`src/rtl/axis_frame_limit_pkg.sv`:
```
// Shared types and constants for the AXI4-Stream frame-length policing stage.
package axis_frame_limit_pkg;

  typedef enum logic [1:0] {
    StIdle,
    StPass,
    StDrop
  } state_e;

  localparam int unsigned CntWidth = 32;

endpackage

```
`src/rtl/axis_frame_limit_reg.sv`:
```
// Single registered AXI4-Stream stage with valid/ready and a packed payload.
// Only the valid bit is reset; the payload register carries no reset.
module axis_frame_limit_reg #(
  parameter int WIDTH = 8
) (
  input  logic             clk,
  input  logic             rst_n,
  input  logic             in_valid,
  output logic             in_ready,
  input  logic [WIDTH-1:0] in_data,
  output logic             out_valid,
  input  logic             out_ready,
  output logic [WIDTH-1:0] out_data
);

  logic             valid_q;
  logic [WIDTH-1:0] data_q;

  assign in_ready  = out_ready || !valid_q;
  assign out_valid = valid_q;
  assign out_data  = data_q;

  always_ff @(posedge clk or negedge rst_n) begin
    if (!rst_n) begin
      valid_q <= 1'b0;
    end else if (in_ready) begin
      valid_q <= in_valid;
    end
  end

  always_ff @(posedge clk) begin
    if (in_ready && in_valid) begin
      data_q <= in_data;
    end
  end

endmodule

```
`src/rtl/axis_frame_limit.sv`:
```
// Frame-length policing stage: truncates over-long frames and flags runts via tuser.
// Define AXIS_FRAME_LIMIT_CNT_EN to add the 32-bit good/truncated/short frame counters.
module axis_frame_limit
  import axis_frame_limit_pkg::*;
#(
  parameter int                    DATA_WIDTH           = 8,
  parameter bit                    KEEP_ENABLE          = (DATA_WIDTH > 8),
  parameter int                    KEEP_WIDTH           = (DATA_WIDTH + 7) / 8,
  parameter int                    ID_WIDTH             = 8,
  parameter int                    DEST_WIDTH           = 8,
  parameter int                    USER_WIDTH           = 1,
  parameter logic [USER_WIDTH-1:0] USER_BAD_FRAME_VALUE = 1'b1,
  parameter int                    LEN_WIDTH            = 16
) (
  input  logic                  clk,
  input  logic                  rst_n,
  input  logic [LEN_WIDTH-1:0]  max_beats,
  input  logic [LEN_WIDTH-1:0]  min_beats,
  input  logic [DATA_WIDTH-1:0] s_axis_tdata,
  input  logic [KEEP_WIDTH-1:0] s_axis_tkeep,
  input  logic                  s_axis_tvalid,
  output logic                  s_axis_tready,
  input  logic                  s_axis_tlast,
  input  logic [ID_WIDTH-1:0]   s_axis_tid,
  input  logic [DEST_WIDTH-1:0] s_axis_tdest,
  input  logic [USER_WIDTH-1:0] s_axis_tuser,
  output logic [DATA_WIDTH-1:0] m_axis_tdata,
  output logic [KEEP_WIDTH-1:0] m_axis_tkeep,
  output logic                  m_axis_tvalid,
  input  logic                  m_axis_tready,
  output logic                  m_axis_tlast,
  output logic [ID_WIDTH-1:0]   m_axis_tid,
  output logic [DEST_WIDTH-1:0] m_axis_tdest,
  output logic [USER_WIDTH-1:0] m_axis_tuser,
`ifdef AXIS_FRAME_LIMIT_CNT_EN
  output logic [CntWidth-1:0]   count_good,
  output logic [CntWidth-1:0]   count_truncated,
  output logic [CntWidth-1:0]   count_short,
`endif
  output logic                  status_truncated,
  output logic                  status_short,
  output logic [LEN_WIDTH-1:0]  frame_len
);

  localparam int PayloadWidth = DATA_WIDTH + KEEP_WIDTH + 1 + ID_WIDTH + DEST_WIDTH + USER_WIDTH;

  state_e                  state_q, state_d;
  logic [LEN_WIDTH-1:0]    cnt_q, cnt_d;
  logic [LEN_WIDTH-1:0]    max_l_q, max_l_d;
  logic [LEN_WIDTH-1:0]    min_l_q, min_l_d;
  logic [LEN_WIDTH-1:0]    frame_len_q, frame_len_d;
  logic                    trunc_q, short_q;

  logic                    out_rdy;
  logic                    fwd_valid;
  logic                    fwd_last;
  logic [USER_WIDTH-1:0]   fwd_user;
  logic [KEEP_WIDTH-1:0]   keep_in;
  logic                    trunc_ev, short_ev, good_ev;
  logic [LEN_WIDTH-1:0]    cnt_cur, max_eff, min_eff;
  logic [PayloadWidth-1:0] pay_in, pay_out;

  assign keep_in = KEEP_ENABLE ? s_axis_tkeep : '1;

  // The first beat of a frame uses the live limits, which are latched in the same cycle.
  assign max_eff = (state_q == StIdle) ? max_beats : max_l_q;
  assign min_eff = (state_q == StIdle) ? min_beats : min_l_q;
  assign cnt_cur = (state_q == StIdle) ? LEN_WIDTH'(1) :
                   (&cnt_q)            ? cnt_q : cnt_q + LEN_WIDTH'(1);

  always_comb begin
    state_d       = state_q;
    cnt_d         = cnt_q;
    max_l_d       = max_l_q;
    min_l_d       = min_l_q;
    frame_len_d   = frame_len_q;
    s_axis_tready = out_rdy;
    fwd_valid     = 1'b0;
    fwd_last      = s_axis_tlast;
    fwd_user      = s_axis_tuser;
    trunc_ev      = 1'b0;
    short_ev      = 1'b0;
    good_ev       = 1'b0;
    case (state_q)
      StIdle, StPass: begin
        fwd_valid = s_axis_tvalid;
        if (s_axis_tvalid && out_rdy) begin
          if (state_q == StIdle) begin
            max_l_d = max_beats;
            min_l_d = min_beats;
          end
          cnt_d = cnt_cur;
          if ((max_eff != '0) && (cnt_cur == max_eff) && !s_axis_tlast) begin
            fwd_last = 1'b1;
            fwd_user = USER_BAD_FRAME_VALUE;
            trunc_ev = 1'b1;
            state_d  = StDrop;
          end else if (s_axis_tlast) begin
            frame_len_d = cnt_cur;
            state_d     = StIdle;
            if ((min_eff != '0) && (cnt_cur < min_eff)) begin
              fwd_user = USER_BAD_FRAME_VALUE;
              short_ev = 1'b1;
            end else begin
              good_ev = 1'b1;
            end
          end else begin
            state_d = StPass;
          end
        end
      end
      StDrop: begin
        s_axis_tready = 1'b1;
        if (s_axis_tvalid) begin
          cnt_d = cnt_cur;
          if (s_axis_tlast) begin
            frame_len_d = cnt_cur;
            state_d     = StIdle;
          end
        end
      end
      default: state_d = StIdle;
    endcase
  end

  always_ff @(posedge clk or negedge rst_n) begin
    if (!rst_n) begin
      state_q     <= StIdle;
      cnt_q       <= '0;
      max_l_q     <= '0;
      min_l_q     <= '0;
      frame_len_q <= '0;
      trunc_q     <= 1'b0;
      short_q     <= 1'b0;
    end else begin
      state_q     <= state_d;
      cnt_q       <= cnt_d;
      max_l_q     <= max_l_d;
      min_l_q     <= min_l_d;
      frame_len_q <= frame_len_d;
      trunc_q     <= trunc_ev;
      short_q     <= short_ev;
    end
  end

  assign status_truncated = trunc_q;
  assign status_short     = short_q;
  assign frame_len        = frame_len_q;

`ifdef AXIS_FRAME_LIMIT_CNT_EN
  logic [CntWidth-1:0] good_q, trc_q, sht_q;

  always_ff @(posedge clk or negedge rst_n) begin
    if (!rst_n) begin
      good_q <= '0;
      trc_q  <= '0;
      sht_q  <= '0;
    end else begin
      if (good_ev)  good_q <= good_q + CntWidth'(1);
      if (trunc_ev) trc_q  <= trc_q + CntWidth'(1);
      if (short_ev) sht_q  <= sht_q + CntWidth'(1);
    end
  end

  assign count_good      = good_q;
  assign count_truncated = trc_q;
  assign count_short     = sht_q;
`endif

  assign pay_in = {s_axis_tdata, keep_in, fwd_last, s_axis_tid, s_axis_tdest, fwd_user};

  axis_frame_limit_reg #(
    .WIDTH(PayloadWidth)
  ) u_out_reg (
    .clk      (clk),
    .rst_n    (rst_n),
    .in_valid (fwd_valid),
    .in_ready (out_rdy),
    .in_data  (pay_in),
    .out_valid(m_axis_tvalid),
    .out_ready(m_axis_tready),
    .out_data (pay_out)
  );

  assign {m_axis_tdata, m_axis_tkeep, m_axis_tlast, m_axis_tid, m_axis_tdest, m_axis_tuser} =
    pay_out;

endmodule

```
`config.mk`:
```
export PLATFORM = sky130hd
export DESIGN_NAME = axis_frame_limit
export DESIGN_NICKNAME = d
export VERILOG_FILES = /design/src/rtl/axis_frame_limit_pkg.sv /design/src/rtl/axis_frame_limit_reg.sv /design/src/rtl/axis_frame_limit.sv
export SDC_FILE = /design/constraint.sdc
export NUM_CORES = 1
export LEC_CHECK = 0
export ABC_AREA = 0
export CORE_MARGIN = 4
export CORE_UTILIZATION = 50
export DETAILED_ROUTE_END_ITERATION = 6
export GPL_TIMING_DRIVEN = 0
export PLACE_DENSITY = 0.79
export SETUP_SLACK_MARGIN = 0.2
export SYNTH_ARGS = -nofsm -noshare
export SYNTH_HDL_FRONTEND = slang
export SYNTH_SLANG_ARGS = --single-unit
export TNS_END_PERCENT = 30
```
`constraint.sdc`:
```
create_clock -name clk -period 6.78 [get_ports clk]
set_clock_uncertainty 0.05 [all_clocks]
set_input_delay 2.034 -clock clk [delete_from_list [all_inputs] [get_ports clk]]
set_output_delay 2.034 -clock clk [all_outputs]
set_load 0.02 [all_outputs]
```
==> results of run 1 <==
-- worst max path at each step --
stage,start,to,cells after the start
after floorplan,m_axis_tready,s_axis_tready,2
after global placement,rst_n,min_l_q[13]$_DFFE_PN0P_,1
after detailed placement,max_beats[4],u_out_reg.out_data[0]$_DFFE_PP_,9
after CTS,m_axis_tready,s_axis_tready,4
after global routing,m_axis_tready,s_axis_tready,4
final,m_axis_tready,s_axis_tready,4
-- where the power goes --
part	leakage, nW	switching [W]	internal (W)
sequential	1.14	0.0000916	0.000684
clock	0.115	0.000228	0.000216
combinational	1.51	0.000327	0.000262
-- layout by cell type, fill, tap and decap left out, types with 7 or more instances in the layout --
cell	instances
a211oi_1	10
a21oi_1	15
buf_2	7
clkbuf_1	20
clkbuf_8	9
clkdlybuf4s50_1	106
dfrtp_1	69
edfxtp_1	26
ha_1	16
inv_1	13
mux2_2	31
mux2i_1	19
nand2_1	72
nand3_1	7
nand4_1	16
nor2_1	27
nor3_1	19
nor4_1	13
o21ai_0	30
o31ai_1	7
xnor2_1	12
-- sequential cells by signal, indices dropped and copies added, names as in the netlist --
name,flops
min_l_q,16
frame_len,16
status_truncated,1
max_l_q,16
state_q,2
status_short,1
cnt_q,16
u_out_reg.out_valid,1
u_out_reg.out_data,26
-- worst max-delay path, stage by stage --
cell and delay [ps]:
clkdlybuf4s50_1 470, nor2b_1 50, nand2_1 50, clkdlybuf4s50_1 620
-- kinds of logic after synthesis --
family / after synthesis / share of synthesized area [%]
compound gates: 110 / 14.1
xor+xnor: 16 / 2.90
fa+ha+maj: 16 / 3.77
buf+inv: 41 / 3.11
flops: 95 / 47.2
mux: 50 / 10.2
other cells: 1 / 0.0706
simple gates: 194 / 18.7
-- area by class of cell --
class | count | area, sq um
multi-input cells | 387 | 2640
inverters | 14 | 52.6
flip-flops and latches | 95 | 2510
clock inverters | 7 | 113
repair buffers | 108 | 1070
well taps | 136 | 170
plain buffers | 27 | 113
fillers | 871 | 3530
clock buffers | 9 | 124
-- per-layer routing --
| metal | part of all wire (%) | GRT usage (%) | vias to the layer above |
|---|---|---|---|
| met3 | 6.3 | 4.69 | 39 |
| met4 | 2.7 | 9.81 | 0 |
| met2 | 49 | 45.7 | 177 |
| met1 | 42 | 35.7 | 2367 |
| met5 | 0 | 0 | - |
| li1 | - | - | 2194 |
-- through the flow --
step	instances	hold slack, ps	utilization (%)	power, W	instance area [sq um]
floorplan	523	399	-	0.00113	5310
global placement	766	414	63.5	0.00134	6550
detailed placement	767	431	63.5	0.00136	6550
CTS	783	454	65.8	0.00180	6790
global route	783	481	65.8	0.00190	6790
finish	783	445	65.8	0.00181	6790
==> results.md, run 1 <==
- H-tree level count: 3
- Worst-Skew Late Latency: approximately 370 ps
- Pwr dens: ~270 mW/mm^2
- Resized cells post-CTS: 0
- Routed WL: between 15,000 and 20,000 um
- Max-cap violations: 0
- LEAKAGE: 2.77 nW
- Commonest cells in the netlist: nand2_1, dfrtp_1, mux2_2, o21ai_0, nor2_1
- Final Wtd Congestion: about 0.97
- Post-CTS Setup Bufs: 0
- Clock-pin slew on the worst setup and hold paths: 100 ps
- Yosys top cell by area: dfrtp_1
- FF+latch count, synth: 95
- Yosys cell types: 64
- Crit path DAT: between 3000 and 4000 ps
- Number of buffers created by CTS: 9
- First-pass GRT wire length: 26,500 um
- Synth area leaders: dfrtp_1, edfxtp_1, mux2_2
- Die area: roughly 0.012 sq mm
- Sum Neg Setup Slack: 0 ps
- FF-to-FF End: u_out_reg.out_data[0]$_DFFE_PP_
- FMAX: roughly 190 MHz
- DP Wirelength: approximately 13,000 um
- Syn nets: 602
- Average size of a mapped cell: 10.2 sq um
- Crit path max fanout: 2
- DR vias/cell: 6.10
- Final Hold Fails: 0
- Die W: 111 um
- Hold Path Depth: 2
- Class of the worst hold path: flip-flop to flip-flop
- CTS max path bufs: 2
- Total gr overflow: 0
- Min-Delay Endpoint: frame_len[6]$_DFFE_PN0P_
- Final setup fails: 0
- Worst r2r src: state_q[1]$_DFFE_PN0P_
- Post-DRT Antenna Nets: 0
- Number of port buffers: 107
- Status: completed
- Pin count of the biggest net entering global routing: 70
- GRT Util Overall: 27.3%
- # IOs: 110
- WL per Instance: 21.4 um
- Area Growth Syn to Fin: 27.9%
- Ant diodes: 0
- Worst vdd ir: between 100 and 150 uV
- Crit. End Element: output port
- Final net count: 721
- Post-route minimum period: 5320 ps
- Clock root buffer: clkbuf_8
- Worst Tran Pin Value: 1070 ps
- Initial Utilization: 51.4%
- Clk sinks: 95
- First drt pass iteration count: 5
- Max-slew violations: 0
- Vias in the first global route: 4,827
- Dpl ws: 1330 ps
- Ys Warns: 0
- RSZ-0062 raised after global routing: false
- Count leader, synth: nand2_1
- Top cell type's share of synthesized area: 32.5%
- CTS tree: built
- Ratio of cells with drive above 1 in the final layout: 10.5%
- WS Path Type: primary input to output port
- Synthesized cell area: 0.00531 sq mm
- Core box area: just over 0.01 sq mm
- Fin crit share: 78.4%
- Ys flop type: dfrtp_1
- Critical Path Source Type: primary input
- Worst setup margin: 1460 ps
- Row cnt: 37
- WP data required: around 4700 ps
- Initial antenna violation count: 0
- CTS Hold Bufs: 0
- Chip Height: 111 um
- R2r worst-path depth: 14
- Vias: 4,777
- HP Start: frame_len[6]$_DFFE_PN0P_
- Initial drt markers: between 300 and 400
- Reg2Reg Setup Slack: 2010 ps
- Post-synthesis sequential area ratio: 47.2%
- Max-slew headroom: 28.3%
- Syn Inst Count: roughly 520
- Async set-reset flop share out of synthesis: 72.6%
- Post-route DRC: 0
- EDFF count, synth: 26
Note: power is estimated with default switching activity, not from simulation.
==> inputs of run 2 (changes only) <==
--- a/config.mk
+++ b/config.mk
@@ -7,10 +7,10 @@
 export LEC_CHECK = 0
 export ABC_AREA = 0
 export CORE_MARGIN = 4
-export CORE_UTILIZATION = 50
+export CORE_UTILIZATION = 47
 export DETAILED_ROUTE_END_ITERATION = 6
 export GPL_TIMING_DRIVEN = 0
-export PLACE_DENSITY = 0.79
+export PLACE_DENSITY = 0.78
 export SETUP_SLACK_MARGIN = 0.2
 export SYNTH_ARGS = -nofsm -noshare
 export SYNTH_HDL_FRONTEND = slang
==> constraint.sdc (replaced) <==
create_clock -name clk -period 4.28 [get_ports clk]
set_clock_uncertainty 0.05 [all_clocks]
set_input_delay 1.284 -clock clk [delete_from_list [all_inputs] [get_ports clk]]
set_output_delay 1.284 -clock clk [all_outputs]
set_load 0.02 [all_outputs]
==> run 2 against run 1 <==
Wire length rose by 0.66%. Critical path depth is 8 higher. Count of clock-buffer cells in the layout rose by 3. First-iteration DRC count decreased by 8.0%. Final cell count grew 0.51%. Core utilization is 2.6 points lower. Via count decreased by 0.44%. Flip-flop and latch count stayed put. Critical path type is now flip-flop to flip-flop. Design area grew 1.8%. Global-route usage is 0.72 points lower.
==> results.md, run 2 (synthesized netlist as in run 1, its figures left out) <==
- Status: completed
- Clock-pin slew on the worst setup and hold paths: 70 ps (-30 ps)
- Initial antenna violation count: 0 (unchanged)
- Clk network pwr share: 27.8% (+3.2 points)
- Post-route minimum period: 4050 ps
- Pin count of the biggest net entering global routing: 70 (unchanged)
- Routed WL: 16,900 um (+0.66%)
- CTS tree: built
- Chip Height: 114 um (+2.9%)
- CTS Hold Bufs: 0 (unchanged)
- GRT Util Overall: 26.6% (-0.72 points)
- RSZ-0062 raised after global routing: true
- Initial Utilization: 48.6% (-2.9 points)
- Crit path max fanout: 8 (+6)
- Number of buffers created by CTS: 9 (unchanged)
- Core box area: 0.0109 sq mm (+5.9%)
- Final Wtd Congestion: 0.911 (-5.7%)
- Post-DRT Antenna Nets: 0 (unchanged)
- Post-route DRC: 0 (unchanged)
- Fin crit share: 94.6%
- Number of port buffers: 107 (unchanged)
- Final Hold Fails: 0 (unchanged)
- Max-cap violations: 0 (unchanged)
- WP data required: 4320 ps (-380 ps)
- Critical Path Source Type: flip-flop
- CTS max path bufs: 2 (unchanged)
- First-pass GRT wire length: 26,700 um (+0.68%)
- DP Wirelength: 12,800 um (-0.90%)
- Max-slew violations: 0 (unchanged)
- Pwr dens: 440 mW/mm^2 (+65%)
- Die W: 114 um (+2.9%)
- Worst vdd ir: 230 uV (+62%)
- Placed Cells: 770 (+0.39%)
- Worst-Skew Late Latency: 360 ps (about the same)
- Fin area: 0.00691 sq mm (+1.8%)
- Ant diodes: 0 (unchanged)
- Crit. End Element: flip-flop
- Sequential share of power: 40.6% (-2.3 points)
- Crit path DAT: 4090 ps (+860 ps)
- LEAKAGE: 2.81 nW (+1.5%)
- Cell Area, Placed: 0.00656 sq mm (about the same)
- CP Cell Sequence: ha_1, nand3_1, or4_1, a211oi_1, ha_1, nand4_1, nor3_1, nand2_1, o2111ai_1, nor3_1, a21oi_1, o31ai_1
- Worst Tran Pin Value: 927 ps (-147 ps)
- Final net count: 721 (unchanged)
- Final design utilization: 63.2% (-2.6 points)
- Max-slew headroom: 37.7% (+9.3 points)
- Vias: 4,756 (-0.44%)
- FMAX: around 250 MHz
- WL per Instance: 21.5 um (+0.14%)
- Row cnt: 38 (+2.7%)
- Leading cell type in the layout, fill and taps excluded: clkdlybuf4s50_1
- DR vias/cell: 6.04 (-0.95%)
- # IOs: 110 (unchanged)
- Hold WS: 434 ps (-10.6 ps)
- CP peak stage delay: 750 ps (+130 ps)
- Initial drt markers: 288 (-8.0%)
- WS Path Type: flip-flop to flip-flop
- Sw frac: 34.3% (-1.5 points)
- Final Non-Filler Cells: 787 (+0.51%)
- H-tree level count: 3 (unchanged)
- Combinational group share of total power: 31.6% (-1.0 points)
- Area Growth Syn to Fin: 30.1%
- CP max-delay cell: a211oi_1
- Number of flip-flops in the largest register: 26 (unchanged)
- P_sw: 0.00104 W (+61%)
- Total gr overflow: 0 (unchanged)
- Die area: 0.0131 sq mm (+5.9%)
- Ratio of cells with drive above 1 in the final layout: 12.2% (+1.7 points)
- Clk sinks: 95 (unchanged)
- Final setup fails: 0 (unchanged)
- Highest-count cells in the layout ignoring fill and taps: clkdlybuf4s50_1, nand2_1, dfrtp_1
- First drt pass iteration count: 4 (-1)
- Total power: 0.00304 W (+68%)
- Clock root buffer: clkbuf_16
- Internal power: 0.00200 W (+72%)
- Vias in the first global route: 5,002 (+3.6%)
- Class of the worst hold path: flip-flop to flip-flop
[run 2: repair_timing]
item,CTS,global route
resized for setup,6,9
endpoints found under the setup margin,15,15
setup buffers,0,0
gates cloned,0,1
[run 2: worst max-delay path, delay by kind of cell, from the launching register on]
| family | cells | cell delay (ps) |
|---|---|---|
| simple gates | 6 | 1370 |
| compound gates | 4 | 1190 |
| fa+ha+maj | 2 | 600 |
| flops | 1 | 560 |
[run 2: cell type report]
cell class              count  area (sq um)
plain buffers              27           119
fillers                   938          4030
inverters                  14          56.3
well taps                 140           175
repair buffers            107          1070
repair inverters            1          5.00
multi-input cells         387          2670
clock buffers              12           256
clock inverters             4          53.8
flip-flops and latches     95          2510
[run 2: final timing paths]
kind	from	to	slack (ps)	depth (start not counted)
max reg2reg	cnt_q[0]$_DFFE_PN0P_	u_out_reg.out_data[0]$_DFFE_PP_	230	12
max in group asynchronous	rst_n	max_l_q[4]$_DFFE_PN0P_	2620	1
max	cnt_q[0]$_DFFE_PN0P_	u_out_reg.out_data[0]$_DFFE_PP_	230	12
min reg2reg	min_l_q[2]$_DFFE_PN0P_	min_l_q[2]$_DFFE_PN0P_	430	2
min	min_l_q[2]$_DFFE_PN0P_	min_l_q[2]$_DFFE_PN0P_	430	2
min in group asynchronous	rst_n	cnt_q[10]$_DFFE_PN0P_	1000	1
[run 2: power groups by stage]
stage | clock network [W] | logic, W | registers (W)
finish | 0.000845 | 0.000960 | 0.00123
global route | 0.000898 | 0.00104 | 0.00125
CTS | 0.000857 | 0.000943 | 0.00123
detailed placement | 0 | 0.000929 | 0.00124
global placement | 0 | 0.000901 | 0.00124
floorplan | 0 | 0.000561 | 0.00123
[run 2: metal layers]
| metal | GRT usage, % | vias up | share of wire (%) |
|---|---|---|---|
| li1 | - | 2197 | - |
| met1 | 34.2 | 2324 | 42 |
| met2 | 43.6 | 191 | 48 |
| met3 | 5.13 | 44 | 6.6 |
| met4 | 11.7 | 0 | 3.3 |
| met5 | 0 | - | 0 |
[run 2: stage by stage]
stage	setup slack [ps]	setup TNS, ps
final	233	0
after global routing	64.4	0
after CTS	116	0
after detailed placement	-399	-3920
after global placement	-431	-31870
after floorplan	832	0
==> inputs of run 3 (changes only) <==
--- a/config.mk
+++ b/config.mk
@@ -10,7 +10,7 @@
 export CORE_UTILIZATION = 47
 export DETAILED_ROUTE_END_ITERATION = 6
 export GPL_TIMING_DRIVEN = 0
-export PLACE_DENSITY = 0.78
+export PLACE_DENSITY_LB_ADDON = 0.2
 export SETUP_SLACK_MARGIN = 0.2
 export SYNTH_ARGS = -nofsm -noshare
 export SYNTH_HDL_FRONTEND = slang
==> run 3 against run 2 <==
Wire length grew 2.4%. Sequential power is essentially flat. Core utilization grew 0.13 points. Critical endpoint is now u_out_reg.out_data[17]$_DFFE_PP_. Flip-flop and latch count is the same. Global-route usage grew 0.56 points. Critical path depth shrank 3. Hold slack gained 0.94 ps. Setup slack gained 91 ps. Maximum frequency grew 2.3%. Largest power group unchanged. Combinational power is essentially flat. Via count grew 1.8%.
==> results.md, run 3 (synthesized netlist as in run 1, its figures left out) <==
- Status: completed
- Reg2Reg Setup Slack: 480 ps (+250 ps)
- Worst r2r src: state_q[1]$_DFFE_PN0P_
- Row cnt: 38 (unchanged)
- R2r worst-path depth: 14 (+2)
- Die area: 0.0131 sq mm (unchanged)
- First drt pass iteration count: 5 (+1)
- Final setup fails: 0 (unchanged)
- DR vias/cell: 6.14 (+1.5%)
- Number of buffers created by CTS: 9 (unchanged)
- First-pass GRT wire length: 26,800 um (+0.46%)
- Fin crit share: 92.4% (-2.1 points)
- CTS tree: built
- Final design utilization: 63.3% (+0.13 points)
- Total power: 0.00300 W (-1.4%)
- Clock-pin slew on the worst setup and hold paths: 70 ps (about the same)
- Worst Tran Pin Value: 903 ps (-24.2 ps)
- Vias: 4,841 (+1.8%)
- Final Non-Filler Cells: 789 (+0.25%)
- Max-slew violations: 0 (unchanged)
- HP Start: min_l_q[10]$_DFFE_PN0P_
- Storage cell area: 0.00251 sq mm (about the same)
- Number of port buffers: 107 (unchanged)
- Initial antenna violation count: 0 (unchanged)
- GRT Util Overall: 27.1% (+0.56 points)
- Critical path origin: max_beats[4]
- Total gr overflow: 0 (unchanged)
- Crit path DAT: 4040 ps (-50 ps)
- Routed WL: 17,300 um (+2.4%)
- Critical Path Source Type: primary input
- LEAKAGE: 2.81 nW (about the same)
- Post-route DRC: 0 (unchanged)
- DP Wirelength: 13,200 um (+2.8%)
- Highest-count cells in the layout ignoring fill and taps: clkdlybuf4s50_1, nand2_1, dfrtp_1
- Post-DRT Antenna Nets: 0 (unchanged)
- Ant diodes: 0 (unchanged)
- Clock root buffer: clkbuf_16
- Max-slew headroom: 39.8% (+2.1 points)
- Worst vdd ir: 365 uV (+59%)
- RSZ-0062 raised after global routing: true
- Number of flip-flops in the largest register: 26 (unchanged)
- Filler cells: 939 (+0.11%)
- Leading cell type in the layout, fill and taps excluded: clkdlybuf4s50_1
- Ratio of cells with drive above 1 in the final layout: 12.9% (+0.73 points)
- Fin area: 0.00692 sq mm (+0.20%)
- WP data required: 4370 ps (+50 ps)
- Initial Utilization: 48.6% (unchanged)
- Vias in the first global route: 4,692 (-6.2%)
- CTS max path bufs: 2 (unchanged)
- H-tree level count: 3 (unchanged)
- Die W: 114 um (unchanged)
- Post-route minimum period: 3960 ps (-91.5 ps)
- Final Hold Fails: 0 (unchanged)
- FMAX: 253 MHz (+2.3%)
- Worst Setup EP: u_out_reg.out_data[17]$_DFFE_PP_
- Placed Cells: 771 (+0.13%)
- Area Growth Syn to Fin: 30.4%
- Final Wtd Congestion: 0.900 (-1.2%)
- Class of the worst hold path: flip-flop to flip-flop
- Clk sinks: 95 (unchanged)
- Max-cap violations: 0 (unchanged)
- Sum Neg Setup Slack: 0 ps (unchanged)
- Initial drt markers: 389 (+35%)
- FF-to-FF End: u_out_reg.out_data[0]$_DFFE_PP_
- WL per Instance: 21.9 um (+2.1%)
- Pin count of the biggest net entering global routing: 70 (unchanged)
- Final net count: 723 (+0.28%)
- Core box area: 0.0109 sq mm (unchanged)
- Crit path max fanout: 10 (+2)
- Chip Height: 114 um (unchanged)
- Cell Area, Placed: 0.00657 sq mm (+0.11%)
- Area of the multi-input gates: 0.00269 sq mm (+0.75%)
- Crit. End Element: flip-flop
- Worst-Skew Late Latency: 350 ps (about the same)
- # IOs: 110 (unchanged)
- WS Path Type: primary input to flip-flop
- Pwr dens: 433 mW/mm^2 (-1.6%)
[run 3: cell count changes in the layout (fill, tap and decap cells not counted), sizes merged]
cell    delta
buf        +2
bufinv     -1
clkbuf     -2
inv        +3
[run 3: per-stage QoR]
step / hold WS (ps) / worst slack, ps
after floorplan: 399 / 832
after global placement: 412 / -549
after detailed placement: 420 / -309
after CTS: 436 / 121
after global routing: 460 / 195
final: 435 / 324
[run 3: how the worst min path moves through the flow]
| stage | end | slack [ps] | depth (start not counted) |
|---|---|---|---|
| 2_1_floorplan | min_l_q[10]$_DFFE_PN0P_ | 400 | 2 |
| 3_3_place_gp | min_l_q[10]$_DFFE_PN0P_ | 410 | 2 |
| 3_5_place_dp | min_l_q[10]$_DFFE_PN0P_ | 420 | 2 |
| 4_1_cts | min_l_q[10]$_DFFE_PN0P_ | 440 | 2 |
| 5_1_grt | min_l_q[15]$_DFFE_PN0P_ | 460 | 2 |
| 6_report | min_l_q[10]$_DFFE_PN0P_ | 440 | 2 |
[run 3: worst max-delay path: stages]
cell and delay, ps:
clkdlybuf4s50_1 430, nor4_1 480, buf_2 340, a211oi_1 100, mux2i_1 270, nand4_1 220, a2111oi_2 400, nand2_1 180
o31ai_1 330
[run 3: layer usage]
metal | routed length, um | vias to the layer above | share of wire [%] | track usage, %
li1 | - | 2205 | - | -
met1 | 7640 | 2367 | 44 | 38.3
met2 | 7710 | 232 | 45 | 41.0
met3 | 1430 | 37 | 8.3 | 5.60
met4 | 495 | 0 | 2.9 | 10.6
met5 | 0 | - | 0 | 0
[run 3: what timing repair did]
action	4_1_cts	5_1_grt
cloned	0	1
resized for setup	3	16
endpoints found under the setup margin	13	15
hold buffers	0	0
buffers inserted	0	1
[run 3: power by group]
group	total, W	internal [W]	switching (W)
sequential	0.00124	0.00108	0.000153
combinational	0.000959	0.000421	0.000538
clock	0.000800	0.000420	0.000380
total	0.00300	0.00193	0.00107
[run 3: cell type report]
class	count	share of cell area, %
multi-input cells	387	38.8
repair buffers	109	15.6
repair inverters	1	0.0723
plain buffers	27	1.70
clock buffers	10	3.45
flip-flops and latches	95	36.2
inverters	14	0.813
well taps	140	2.53
clock inverters	6	0.723
